--- src/rtl/counter_chain_ctrl.sv ---
// Run/pause/step/load/stop sequencer for a two-digit cascaded modulo counter (N fast, M slow)
// with target-match detection. Define AUTO_RELOAD_EN to make a target match reload 0 and keep going.
module counter_chain_ctrl #(
  parameter int N_MOD = 6,
  parameter int M_MOD = 13,
  parameter int N_W   = 3,
  parameter int M_W   = 4
) (
  input  logic           clk,
  input  logic           Reset,
  input  logic           start,
  input  logic           stop,
  input  logic           pause,
  input  logic           step,
  input  logic           load,
  input  logic [N_W-1:0] load_n,
  input  logic [M_W-1:0] load_m,
  input  logic [N_W-1:0] target_n,
  input  logic [M_W-1:0] target_m,
  output logic [N_W-1:0] count_n,
  output logic [M_W-1:0] count_m,
  output logic           carry_n,
  output logic           carry_m,
  output logic           busy,
  output logic           done,
  output logic [1:0]     state
);

  // state | meaning
  // IDLE  | stopped, counts held
  // RUN   | one tick per cycle
  // PAUSE | counts held, step gives single ticks
  // DONE  | target reached, counts held
  typedef enum logic [1:0] {
    IDLE  = 2'b00,
    RUN   = 2'b01,
    PAUSE = 2'b10,
    DONE  = 2'b11
  } state_t;

  state_t         st, st_nx;
  logic [N_W-1:0] cnt_n_nx, tick_n, ld_n;
  logic [M_W-1:0] cnt_m_nx, tick_m, ld_m;
  logic           wrap_n, wrap_m, match, do_tick;
  logic           carry_n_nx, carry_m_nx, busy_nx, done_nx;

  assign state = st;

  // Post-tick digit values; M only moves when N wraps
  assign wrap_n = (count_n == N_W'(N_MOD - 1));
  assign wrap_m = (count_m == M_W'(M_MOD - 1));
  assign tick_n = wrap_n ? '0 : count_n + N_W'(1);
  assign tick_m = !wrap_n ? count_m : (wrap_m ? '0 : count_m + M_W'(1));
  assign match  = (tick_n == target_n) && (tick_m == target_m);

  // Out-of-range load values collapse to 0
  assign ld_n = (int'(load_n) >= N_MOD) ? '0 : load_n;
  assign ld_m = (int'(load_m) >= M_MOD) ? '0 : load_m;

  always_comb begin
    st_nx      = st;
    cnt_n_nx   = count_n;
    cnt_m_nx   = count_m;
    carry_n_nx = 1'b0;
    carry_m_nx = 1'b0;
    done_nx    = 1'b0;
    do_tick    = 1'b0;

    case (st)
      IDLE: begin
        if (stop) begin
          st_nx = IDLE;
        end else if (load) begin
          cnt_n_nx = ld_n;
          cnt_m_nx = ld_m;
          if (start) st_nx = RUN;
        end else if (start) begin
          st_nx = RUN;
        end
      end
      RUN: begin
        if (stop)                st_nx = IDLE;
        else if (pause && !start) st_nx = PAUSE;
        else                     do_tick = 1'b1;
      end
      PAUSE: begin
        if (stop) begin
          st_nx = IDLE;
        end else if (load) begin
          cnt_n_nx = ld_n;
          cnt_m_nx = ld_m;
        end else if (start) begin
          st_nx = RUN;
        end else if (!pause && step) begin
          do_tick = 1'b1;
        end
      end
      DONE: begin
        if (stop) begin
          st_nx = IDLE;
        end else if (load) begin
          cnt_n_nx = ld_n;
          cnt_m_nx = ld_m;
          st_nx    = IDLE;
        end else if (start) begin
          cnt_n_nx = '0;
          cnt_m_nx = '0;
          st_nx    = RUN;
        end
      end
      default: st_nx = IDLE;
    endcase

    if (do_tick) begin
      cnt_n_nx   = tick_n;
      cnt_m_nx   = tick_m;
      carry_n_nx = wrap_n;
      carry_m_nx = wrap_n && wrap_m;
      if (match) begin
`ifdef AUTO_RELOAD_EN
        cnt_n_nx = '0;
        cnt_m_nx = '0;
        done_nx  = 1'b1;
`else
        st_nx    = DONE;
`endif
      end
    end

`ifndef AUTO_RELOAD_EN
    done_nx = (st_nx == DONE);
`endif
    busy_nx = (st_nx == RUN) || (st_nx == PAUSE);
  end

  always_ff @(posedge clk) begin
    if (!Reset) begin
      st      <= IDLE;
      count_n <= '0;
      count_m <= '0;
      carry_n <= 1'b0;
      carry_m <= 1'b0;
      busy    <= 1'b0;
      done    <= 1'b0;
    end else begin
      st      <= st_nx;
      count_n <= cnt_n_nx;
      count_m <= cnt_m_nx;
      carry_n <= carry_n_nx;
      carry_m <= carry_m_nx;
      busy    <= busy_nx;
      done    <= done_nx;
    end
  end

endmodule

--- config.mk ---
export PLATFORM = sky130hd
export DESIGN_NAME = counter_chain_ctrl
export DESIGN_NICKNAME = d
export VERILOG_FILES = /design/src/rtl/counter_chain_ctrl.sv
export SDC_FILE = /design/constraint.sdc
export NUM_CORES = 1
export LEC_CHECK = 0
export ABC_AREA = 1
export CORE_MARGIN = 2
export CORE_UTILIZATION = 42
export DETAILED_ROUTE_END_ITERATION = 7
export PLACE_DENSITY = 0.85
export SETUP_SLACK_MARGIN = 0.3
export SYNTH_ARGS = -nofsm -noshare
export SYNTH_HDL_FRONTEND = slang
export SYNTH_SLANG_ARGS = --single-unit
--- constraint.sdc ---
create_clock -name clk -period 2.02 [get_ports clk]
set_input_delay 0.202 -clock clk [delete_from_list [all_inputs] [get_ports clk]]
set_output_delay 0.202 -clock clk [all_outputs]
set_load 0.05 [all_outputs]
# ---- Yosys cells after proc, flatten, opt, wreduce, memory -nomap -nowiden
# Index checks and enable logic that the tools add are counted.
dict set report totals {
  output_inout_bits 13
  regBits 13
  in_bits 21
  wordCells 74
}
dict set report classes {
  n_lt_le_gt_ge 2
  eq_ne 14
  n_mux 37
  reduce_logical 12
  add_sub_neg 2
}
# cell n
set op_table {}
lappend op_table {{two-way mux 4 bit} 9}
lappend op_table {{two-way mux 3 bit} 8}
lappend op_table {{two-way mux 2 bit} 10}
lappend op_table {{== test 2 bit, second input constant} 4}
lappend op_table {{case mux 2 bit (4 select lines)} 1}
lappend op_table {{case mux 4 bit (2 select lines)} 1}
lappend op_table {{two-way mux 1 bit} 6}
lappend op_table {{case mux 3 bit (2 select lines)} 1}
lappend op_table {{AND reduction 5 bit} 1}
lappend op_table {{adder 4 x 1 -> 4 bit, second input constant} 1}
lappend op_table {{== test 2 x 1 -> 1 bit, second input constant} 2}
lappend op_table {{== test 4 bit} 1}
lappend op_table {{== test 4 bit, second input constant} 1}
lappend op_table {{greater-or-equal comparator 4 bit, second input constant} 1}
lappend op_table {{logical AND 1 bit} 4}
lappend op_table {{inequality test 4 bit, second input constant} 1}
lappend op_table {{adder 3 x 1 -> 3 bit, second input constant} 1}
lappend op_table {{== test 3 bit} 1}
lappend op_table {{== test 3 bit, second input constant} 1}
lappend op_table {{greater-or-equal comparator 3 bit, second input constant} 1}
lappend op_table {{inequality test 3 x 1 -> 1 bit, second input constant} 1}
lappend op_table {{inequality test 3 x 2 -> 1 bit, second input constant} 1}
lappend op_table {{inequality test 3 bit, second input constant} 1}
lappend op_table {{nonzero test 3 bit} 1}
lappend op_table {{6 further kinds} 7}

# ---- Depth between registers and ports, before layout
dict set report logic_depth {
  depth_word 10
  mapped_depth 15
  ltp_nobuf 15
}

# ---- Worst setup path before layout
# Ideal clock, no wire load.
dict set report synth_timing {
  kind {register -> register}
  startpoint {register count_m[0]}
  endpoint {register busy}
  setup_ns 0.109
  period_less_slack_ns 2.171
  path_slack_ns -0.151
  path_stages_with_launch 16
  n_path_buf 0
  t_arrival_ns 2.062
  t_required_ns 1.911
  cell_sequence {dfxtp_1 inv_1 ha_1 nand3_1 nand2_1 nand2_1 nand2_1 nor2_1 nor2_1 nand3_1 nor2_1 nor2_1 inv_1 ha_1 nand2_1 inv_1}
}
dict set report synth_between {
  elab_chain_len 9
  word_cells_on_any_way 11
  classes_between {1 x add/sub; 4 x eq/ne; 4 x mux; 2 x reduce/logical}
}
# element line
set synth_lines {}
lappend synth_lines {{from (decl)} 21} ;# output logic [M_W-1:0] count_m,
lappend synth_lines {{from (signal assigned)} 148} ;# count_m <= cnt_m_nx;
lappend synth_lines {{adder 4 x 1 -> 4 bit or == test 4 bit (tied branches)} {53, 51}}
lappend synth_lines {{two-way mux 4 bit} 53} ;# assign tick_m = !wrap_n ? count_m : (wrap_m ? '0 : count_m + M_W'(1));
lappend synth_lines {{two-way mux 4 bit *} 53}
lappend synth_lines {{== test 4 bit *} 54} ;# assign match = (tick_n == target_n) && (tick_m == target_m);
lappend synth_lines {{logical AND 1 bit *} 54}
lappend synth_lines {{two-way mux 2 bit *} 119} ;# if (match) begin
lappend synth_lines {{two-way mux 2 bit *} 114} ;# if (do_tick) begin
lappend synth_lines {{net st_nx[0]} 41} ;# state_t st, st_nx;
lappend synth_lines {{== test 2 x 1 -> 1 bit or == test 2 bit (tied branches)} 133} ;# busy_nx = (st_nx == RUN) || (st_nx == PAUSE);
lappend synth_lines {{logical OR 1 bit *} 133}
lappend synth_lines {{net busy_nx} 45} ;# logic carry_n_nx, carry_m_nx, busy_nx, done_nx;
lappend synth_lines {{to (signal assigned)} 151} ;# busy <= busy_nx;
lappend synth_lines {{to (decl)} 24} ;# output logic busy,
# The timed path passes the listed nets; every way through them passes the cells marked *.
# A chain may end at the register's enable or synchronous reset.

# ---- Worst setup path after layout
# Ends and elaborated chain as after synthesis.

==> flow_metrics.env <==
export IMPL_max_slew_margin_pct=66.5
export IMPL_power_frac_comb_pct=38.9
export IMPL_worstSkewPairLatency_ns=0.30
export IMPL_ys_warn_count=0
export IMPL_synth_cell_types=23
export IMPL_max_freq_mhz=532
export IMPL_vias_per_cell=5.09
export IMPL_gp_congestion=0.943
export IMPL_yosys_area_share_xor_xnor_pct=0.796
export IMPL_diodes=0
export IMPL_slew_violations=0
export IMPL_p_seq_share_pct=37.6
export IMPL_internal_power_w=0.000479
export IMPL_maxCapViolations=0
export IMPL_drt_wirelength_per_cell_um=12.0
export IMPL_final_setup_viol_count=0
export IMPL_tightest_slew_ns=0.502
export IMPL_outcome="completed"
export IMPL_hold_ws_ns=0.517
export IMPL_tns_ns=0
export IMPL_syn_to_final_growth_pct=57.3
export IMPL_rsz0062_at_grt="yes"
export IMPL_crit_required_ns=2.23
export IMPL_r2r_end="busy$_SDFF_PN0_"
export IMPL_finalCriticalPeriod_ns=1.88
export IMPL_synth_fa_ha_area_share_pct=7.96
export IMPL_ioPinCount=34
export IMPL_core_area_um2=2480
export IMPL_crit_fanout=5
export IMPL_fin_util_pct=69.8
export IMPL_ff2ff_setup_slack_ns=0.14
export IMPL_cts_sinks=13
export IMPL_min_path_type="flop to flop"
export IMPL_grt_max_degree=13
export IMPL_synth_top_area_cell="dfxtp_1"
export IMPL_synth_simple_gate_area_share_pct=42.5
export IMPL_cts_root_buf="clkbuf_4"
export IMPL_drt_pass1_iter_count=7
export IMPL_grt_pass1_wl_um=4680
export IMPL_crit_path_start="count_m[0]$_SDFFE_PN0P_"
export IMPL_start_kind="flop"
export IMPL_route_vias_total=1349
export IMPL_nNetsFinal=264
export IMPL_synth_top_area_share_pct=23.7
export IMPL_p_sw_share_pct=38.5
export IMPL_path_clk_slew_ns=0.10
export IMPL_hold_path_endpoint="carry_m$_SDFF_PN0_"
export IMPL_cts_made_buffers=3
export IMPL_max_stage_delay_ns=0.38
export IMPL_antenna_found_initial=0
export IMPL_crit_top_cell="nand2_1"
export IMPL_synth_mux_area_share_pct=0
export IMPL_fp_dieArea_um2=3040
export IMPL_finClkSkew_ns=0.00748
export IMPL_synth_cells=186
export IMPL_htreeDepth=1
export IMPL_portBuffers=33
export IMPL_cts_hold_buf=0
export IMPL_overflow=0
export IMPL_synth_seq_area_share_pct=23.7
export IMPL_ant_nets=0
export IMPL_dp_hpwl_um=2190
export IMPL_cts_buffer_depth=2
export IMPL_reg2reg_from="count_m[0]$_SDFFE_PN0P_"
export IMPL_synth_compound_area_share_pct=12.1
export IMPL_end_kind="flop"
export IMPL_grt_total_usage_pct=21.7
export IMPL_row_count=18
export IMPL_synthesis_nets=214
export IMPL_syn_area_um2=1100
export IMPL_finalCritPeriodShare_pct=93.1
export IMPL_drive_above_1_share_pct=22.1
export IMPL_p_clk_share_pct=23.5
export IMPL_finalHoldViolations=0
export IMPL_vdd_drop_max_mv=0.324
export IMPL_synth_area_leaders="dfxtp_1, nand2_1, inv_1"
export IMPL_cp_arrival_ns=2.09
export IMPL_worstSetupPathType="flop to flop"
export IMPL_die_h_um=55.2
export IMPL_drtIter0Drc=51
export IMPL_wirelength_um=3190
export IMPL_p_leak_nw=0.884
export IMPL_avgSynthCellArea_um2=5.91
export IMPL_initial_core_util_pct=44.4
export IMPL_cp_slowest_cell="dfxtp_4"
export IMPL_switchingPower_w=0.000300
export IMPL_power_per_cell_area_nw_per_um2=450
export IMPL_synth_seq_cells=13
export IMPL_grt_pass1_vias=1142
export IMPL_synth_top_family_by_area="simple AND/OR/NAND/NOR gates"
export IMPL_crit_chain="inv_4 > ha_4 > nand3_4 > nand2_1 > nand2_1 > nand2_2 > nor2_1 > nor2_1 > nand3_2 > nor2_4 > nor2_2 > inv_1 > ha_1 > nand2_1 > inv_1"
export IMPL_tritoncts="done"
export IMPL_worstHoldStart="count_m[2]$_SDFFE_PN0P_"
export IMPL_drc_errors=0
export IMPL_die_x_um=55.2
export IMPL_worst_r2r_path_depth=15
export IMPL_hold_path_depth=2
[layout make-up]
class	instances	area (um2)
Clock buffer	4	26.3
Fill cell	210	747
Inverter	33	131
Multi-Input combinational cell	138	802
Sequential cell	13	284
Tap cell	30	37.5
Timing Repair Buffer	47	449
[sequential cells by signal, summed over array words and instances (netlist names)]
signal   cells
count_n      3
state        2
carry_n      1
busy         1
done         1
count_m      4
carry_m      1
[power groups by stage]
stage               Clock, W  Sequential (W)  Combinational, W
detailed placement         0        0.000298          0.000258
global route        0.000191        0.000295          0.000332
global placement           0        0.000298          0.000256
CTS                 0.000178        0.000293          0.000278
finish              0.000183        0.000293          0.000303
floorplan                  0        0.000338          0.000121
[synthesized netlist by cell type, drive strengths merged]
cell type / count
nand2: 49
inv: 33
nor2: 23
nand3: 17
dfxtp: 13
nor3: 12
a21oi: 10
o21ai: 10
ha: 7
nand4: 4
buf: 2
a31oi: 1
nor4: 1
o221ai: 1
o22ai: 1
or2: 1
xor2: 1
[worst max-delay path by stage]
stage | to | slack [ns]
floorplan | busy$_SDFF_PN0_ | 0.22
global placement | busy$_SDFF_PN0_ | 0.1
detailed placement | busy$_SDFF_PN0_ | 0.04
CTS | busy$_SDFF_PN0_ | 0.18
global route | busy$_SDFF_PN0_ | -0.03
finish | busy$_SDFF_PN0_ | 0.14
[placed cells by master (no fill, tap or decap), drive strengths merged]
cell type and n:
nor3 12, clkdlybuf4s50 26, nand2 49, a31oi 1, buf 14, xor2 1, nor2 23, o22ai 1
or2 1, clkbuf 4, a21oi 10, dlygate4sd2 1, dfxtp 13, dlymetal6s2s 6, nor4 1, ha 7
nand4 4, o21ai 10, inv 33, o221ai 1, nand3 17
[metal layers]
metal  part of all wire (%)  wire length (um)  up-vias  track usage [%]
li1                       -                 -      705                -
met1                     42              1350      573             27.5
met2                     49              1550       65             36.5
met3                    7.9               251        6             3.49
met4                    1.2                37        0             8.54
met5                      0                 0        -                0
[kinds of logic after synthesis]
family | Yosys count
AO/OA/AOI/OAI | 23
XOR/XNOR | 1
adder cells (fa/ha/maj) | 7
buffers and inverters | 35
flip-flops | 13
AND/OR/NAND/NOR | 107
[what timing repair did]
action,4_1_cts,5_1_grt
pin swaps,8,6
setup buffers,7,4
gates resized for setup,4,23
endpoints found under the setup margin,9,16
[worst max-delay path, delay by kind of cell, from the launching register on]
family	cells	cell delay, ns
flops	1	0.38
fa+ha+maj	2	0.36
buf+inv	3	0.16
simple gates	10	0.89
[per-stage QoR]
stage | cells | setup slack [ns] | power, W | instance area [um2]
final | 265 | 0.140 | 0.000779 | 1730
after global routing | 265 | -0.0324 | 0.000818 | 1730
after CTS | 261 | 0.180 | 0.000749 | 1630
after detailed placement | 250 | 0.0379 | 0.000556 | 1540
after global placement | 250 | 0.0983 | 0.000554 | 1540
after floorplan | 186 | 0.217 | 0.000460 | 1170
Note: power is estimated with default switching activity, not from simulation.
